### src/rtl/mtx_pkg.sv
// Shared types and loop-counter widths for the matrix-multiply sequencer.
package mtx_pkg;

  // Run/idle controller state
  typedef enum logic {
    IDLE = 1'b0,
    RUN  = 1'b1
  } state_e;

  // Default counter widths for the row, column and accumulate-step loops
  localparam int unsigned ROW_CNT_WIDTH  = 8;
  localparam int unsigned COL_CNT_WIDTH  = 8;
  localparam int unsigned STEP_CNT_WIDTH = 4;

endpackage : mtx_pkg

### src/rtl/loop_down_counter_if.sv
// Control/status bundle of one loop_down_counter stage.
interface loop_down_counter_if #(
  parameter int unsigned CNT_WIDTH = 4
);

  logic                 CE;
  logic                 B_IN;
  logic                 START;
  logic                 ABORT;
  logic                 AUTO_RELOAD;
  logic [CNT_WIDTH-1:0] LOAD_VAL;
  logic [CNT_WIDTH-1:0] RELOAD_VAL;
  logic                 B_OUT;
  logic [CNT_WIDTH-1:0] Q;
  logic                 BUSY;
  logic                 DONE;

  // Sequencer side: drives controls, observes count and status
  modport master (
    output CE, B_IN, START, ABORT, AUTO_RELOAD, LOAD_VAL, RELOAD_VAL,
    input  B_OUT, Q, BUSY, DONE
  );

  // Counter side
  modport slave (
    input  CE, B_IN, START, ABORT, AUTO_RELOAD, LOAD_VAL, RELOAD_VAL,
    output B_OUT, Q, BUSY, DONE
  );

endinterface : loop_down_counter_if

### src/rtl/loop_down_counter.sv
// Loadable, cascadable down-counter with run/idle control, borrow chain
// and a one-cycle DONE pulse on terminal count.
module loop_down_counter
  import mtx_pkg::*;
#(
  parameter int unsigned CNT_WIDTH = 4
) (
  input  logic                CLK,
  input  logic                RST,
  loop_down_counter_if.slave  bus
);

  localparam int unsigned W = CNT_WIDTH;

  state_e         state_q, state_d;
  logic [W-1:0]   q_q, q_d;
  logic           done_q, done_d;
  logic           run_c;
  logic           zero_c;
  logic           dec_c;
  logic           term_c;

  assign run_c  = (state_q == RUN);
  assign zero_c = (q_q == '0);
  assign dec_c  = bus.CE & bus.B_IN & run_c;
  assign term_c = dec_c & zero_c;

  // Next-state, next-count and DONE; ABORT > START > term > dec
  always_comb begin
    state_d = state_q;
    q_d     = q_q;
    done_d  = 1'b0;
    if (bus.ABORT) begin
      state_d = IDLE;
    end else if (bus.START) begin
      q_d     = bus.LOAD_VAL;
      state_d = RUN;
    end else if (term_c) begin
      done_d = 1'b1;
      if (bus.AUTO_RELOAD) begin
        q_d = bus.RELOAD_VAL;
      end else begin
        state_d = IDLE;
      end
    end else if (dec_c) begin
      q_d = q_q - W'(1);
    end
  end

  // Count, state and DONE registers
  always_ff @(posedge CLK or negedge RST) begin
    if (!RST) begin
      state_q <= IDLE;
      q_q     <= '0;
      done_q  <= 1'b0;
    end else begin
      state_q <= state_d;
      q_q     <= q_d;
      done_q  <= done_d;
    end
  end

  // Borrow out ignores CE so chained stages can share one enable
  assign bus.B_OUT = bus.B_IN & zero_c & run_c;
  assign bus.Q     = q_q;
  assign bus.BUSY  = run_c;
  assign bus.DONE  = done_q;

endmodule : loop_down_counter
### src/flat_wrapper.sv
// flat-port wrapper written by rule: the top's interface ports become plain ports
module loop_down_counter_flat import mtx_pkg::*;
#(
  parameter int unsigned CNT_WIDTH = 4
)
  (CLK, RST, bus_CE, bus_B_IN, bus_START, bus_ABORT, bus_AUTO_RELOAD, bus_LOAD_VAL, bus_RELOAD_VAL, bus_B_OUT, bus_Q, bus_BUSY, bus_DONE);
  loop_down_counter_if #(.CNT_WIDTH(CNT_WIDTH)) bus_i ();
  input  logic CLK;
  input  logic RST;
  input wire logic [$bits(bus_i.CE)-1:0] bus_CE;
  input wire logic [$bits(bus_i.B_IN)-1:0] bus_B_IN;
  input wire logic [$bits(bus_i.START)-1:0] bus_START;
  input wire logic [$bits(bus_i.ABORT)-1:0] bus_ABORT;
  input wire logic [$bits(bus_i.AUTO_RELOAD)-1:0] bus_AUTO_RELOAD;
  input wire logic [$bits(bus_i.LOAD_VAL)-1:0] bus_LOAD_VAL;
  input wire logic [$bits(bus_i.RELOAD_VAL)-1:0] bus_RELOAD_VAL;
  output wire logic [$bits(bus_i.B_OUT)-1:0] bus_B_OUT;
  output wire logic [$bits(bus_i.Q)-1:0] bus_Q;
  output wire logic [$bits(bus_i.BUSY)-1:0] bus_BUSY;
  output wire logic [$bits(bus_i.DONE)-1:0] bus_DONE;
  assign bus_i.CE = bus_CE;
  assign bus_i.B_IN = bus_B_IN;
  assign bus_i.START = bus_START;
  assign bus_i.ABORT = bus_ABORT;
  assign bus_i.AUTO_RELOAD = bus_AUTO_RELOAD;
  assign bus_i.LOAD_VAL = bus_LOAD_VAL;
  assign bus_i.RELOAD_VAL = bus_RELOAD_VAL;
  assign bus_B_OUT = bus_i.B_OUT;
  assign bus_Q = bus_i.Q;
  assign bus_BUSY = bus_i.BUSY;
  assign bus_DONE = bus_i.DONE;
  loop_down_counter #(.CNT_WIDTH(CNT_WIDTH)) u_core (.CLK(CLK), .RST(RST), .bus(bus_i));
endmodule
### config.mk
export PLATFORM = sky130hd
export DESIGN_NAME = loop_down_counter_flat
export DESIGN_NICKNAME = d
export VERILOG_FILES = /design/src/rtl/mtx_pkg.sv /design/src/rtl/loop_down_counter_if.sv /design/src/rtl/loop_down_counter.sv /design/src/flat_wrapper.sv
export SDC_FILE = /design/constraint.sdc
export NUM_CORES = 1
export LEC_CHECK = 0
export BUFFER_PORTS_ARGS = -buffer_cell sky130_fd_sc_hd__buf_2
export CORE_AREA = 2 2 39 41
export CTS_CLUSTER_DIAMETER = 150
export DETAILED_ROUTE_END_ITERATION = 12
export DIE_AREA = 0 0 41 43
export PLACE_DENSITY_LB_ADDON = 0.25
export RECOVER_POWER = 50
export SLEW_MARGIN = 5
export SYNTH_ARGS = -nofsm -noshare
export SYNTH_HDL_FRONTEND = slang
export SYNTH_SLANG_ARGS = --single-unit
### constraint.sdc
create_clock -name CLK -period 1.8 [get_ports CLK]
set_input_delay 0.36 -clock CLK [delete_from_list [all_inputs] [get_ports CLK]]
set_output_delay 0.36 -clock CLK [all_outputs]
set_load 0.005 [all_outputs]
==> impl_metrics.json <==
{
  "syn_avg_cell_area_um2": 8.79,
  "io_buffers": 21,
  "diodes": 0,
  "syn_area_um2": 413,
  "syn2layout_area_growth_pct": 67.3,
  "synth_fp_nets": 64,
  "maxCapViolCount": 0,
  "drtIter0Drc": 7,
  "regArea_um2": 150,
  "antenna_found_initial": 0,
  "power.density_nw_per_um2": 771,
  "drc": 0,
  "utilization_pct": 49.9,
  "dp.cells": 88,
  "gr-max-usage-layer": "met2",
  "hold_violations": 0,
  "yosysSeqAreaShare_pct": 36.4,
  "hold_class": "in2reg",
  "crit_fanout": 2,
  "rsz0062_at_grt": "true",
  "coreArea_um2": 1380,
  "std_cell_rows": 14,
  "crit_arrival_ns": 1.40,
  "crit_type": "reg2out",
  "cts_tree": "built",
  "final_area_um2": 691,
  "place_area_um2": 564,
  "fin_cells": 101,
  "numCtsBuffers": 3,
  "clk_latency_ns": 0.24,
  "worst_slew_pin_slew_ns": 0.426,
  "clkTransAtPathRegs_ns": 0.04,
  "clk_root_buffer_cell": "clkbuf_4",
  "die-area_um2": 1760,
  "dr.pass1.iters": 4,
  "ys_ff_latch": 6,
  "cts.htree.levels": 1,
  "initial_utilization_pct": 29.8,
  "grt_util_met3_pct": 7.85,
  "ys_warn_count": 0,
  "crit_required_ns": 1.44,
  "die_x_um": 41,
  "num_vias": 491,
  "outcome": "finished, final reports clean",
  "cts_buffer_depth": 2,
  "wirelength_mm": 1.22,
  "io-pin-count": 22,
  "netlist_instances": 47,
  "ir_drop_mv": 0.370,
  "grt_pass1_vias": 465,
  "fp.dieH_um": 43,
  "n_fill_cell": 143,
  "ant_nets": 0,
  "cp-start-kind": "flip-flop",
  "use_met1_pct": 17.1,
  "setup.worst_path.end_class": "primary output",
  "gp_congestion": 0.713,
  "setup_viol": 0,
  "overflow": 0,
  "viasPerCell": 4.86,
  "drive_above_1_share_pct": 52.9,
  "hpwl_um": 856,
  "slew_headroom_pct": 71.5,
  "multi_input_area_um2": 260,
  "ys_types": 22,
  "grt.total_usage_pct": 16.1,
  "period_minus_slack_ns": 1.76,
  "totalNegativeSetupSlack_ns": 0,
  "p_leak_nw": 0.346,
  "grt_max_degree": 10,
  "fin_nets": 104,
  "wl_per_cell_um": 12.0,
  "finClkSkew_ns": 0.00153,
  "grt_use_met2_pct": 26.9,
  "min_period_over_period_pct": 98.0,
  "max_freq_ghz": 0.567,
  "grt_pass1_wl_mm": 1.86,
  "final_max_slew_viol_count": 0,
  "cts_sinks": 6
}
-- through the flow --
| stage | total power [mW] | hold WS [ns] | worst slack [ns] |
|---|---|---|---|
| 6_report | 0.533 | 0.351 | 0.0361 |
| 5_1_grt | 0.572 | 0.364 | -0.0883 |
| 4_1_cts | 0.524 | 0.336 | 0.0177 |
| 3_5_place_dp | 0.340 | 0.190 | -0.000298 |
| 3_3_place_gp | 0.340 | 0.192 | 0.0243 |
| 2_1_floorplan | 0.264 | 0.0644 | 0.0468 |
-- cell type report --
cell class | instances | share of cell area [%]
flip-flops and latches | 6 | 21.7
repair buffers | 36 | 31.7
well taps | 16 | 2.90
multi-input cells | 35 | 37.7
clock buffers | 3 | 3.26
inverters | 5 | 2.72
-- layer usage --
metal,vias to the layer above,wire [um]
met1,230,467
li1,247,-
met3,0,82
met4,0,0
met2,14,666
met5,-,0
-- worst max-delay path, cell delays in order, from the launching register on --
cell and delay (ns):
dfrtp_1 0.39, inv_2 0.08, ha_4 0.12, nor3b_4 0.19
buf_4 0.14, and3_1 0.14, buf_2 0.10
-- sequential cells by signal, summed over array words and instances (netlist names) --
signal           flops
u_core.bus.BUSY      1
u_core.bus.DONE      1
u_core.bus.Q         4
-- cells by family after synthesis --
logic type,Yosys count,share of synthesized area [%]
AOI/OAI and AO/OA,11,20.0
xor gates and xnor gates,2,4.24
adders and majority gates,2,6.06
buffers and inverters,6,7.27
DFF,6,36.4
and+or+nand+nor,20,26.1
-- power by group --
group | leakage, nW | total, mW | internal, mW | switching (mW)
Sequential | 0.0718 | 0.180 | 0.155 | 0.0251
Combinational | 0.260 | 0.232 | 0.134 | 0.0982
Clock | 0.0138 | 0.120 | 0.0752 | 0.0447
-- synth_stat cells --
cell,count,area [um2]
and3_1,1,6.26
or3b_4,1,11.3
a31oi_1,2,12.5
o22ai_1,1,6.26
xnor2_1,2,17.5
a221oi_2,1,15.0
a21oi_1,1,5.00
ha_1,2,25.0
nor3b_1,1,7.51
or2_4,1,8.76
a211o_1,2,17.5
o21ai_0,2,10.0
nor2_1,4,15.0
dfrtp_1,6,150
nand2_1,3,11.3
a2111oi_0,1,8.76
nand3_1,1,5.00
nand3b_1,1,7.51
a211oi_1,1,7.51
inv_1,5,18.8
buf_6,1,11.3
nor3_1,7,35.0
-- repair_timing --
action / CTS / global route
buffers inserted: 7 / 2
resized for setup: 6 / 2
endpoints found under the setup margin: 2 / 4
hold buffers: 1 / 0
pin swaps: 0 / 5
endpoints found under the hold margin: 6 / 0
-- cells in the final DEF (no fill, tap or decap), types with 2 or more instances in the layout --
master,n
inv_1,3
xnor2_1,2
clkbuf_4,3
buf_2,20
nor2_1,4
buf_4,14
inv_2,2
o21ai_0,2
nand2_1,3
a31oi_1,2
nor3_1,7
a211o_1,2
dfrtp_1,6
-- path summary, 6_finish.rpt --
kind | start | endpoint | slack, ns | cells after the start
max in group asynchronous | RST | u_core.bus.BUSY | 1.03 | 2
hold reg to reg | u_core.bus.BUSY | u_core.bus.BUSY | 0.59 | 2
min in group asynchronous | RST | u_core.bus.Q[3] | 0.53 | 2
setup reg to reg | u_core.bus.Q[1] | u_core.bus.Q[2] | 0.05 | 6
hold / removal | bus_ABORT | u_core.bus.BUSY | 0.35 | 2
setup / recovery | u_core.bus.Q[1] | bus_B_OUT | 0.04 | 6
No activity file was read; power rests on OpenSTA's default activity.
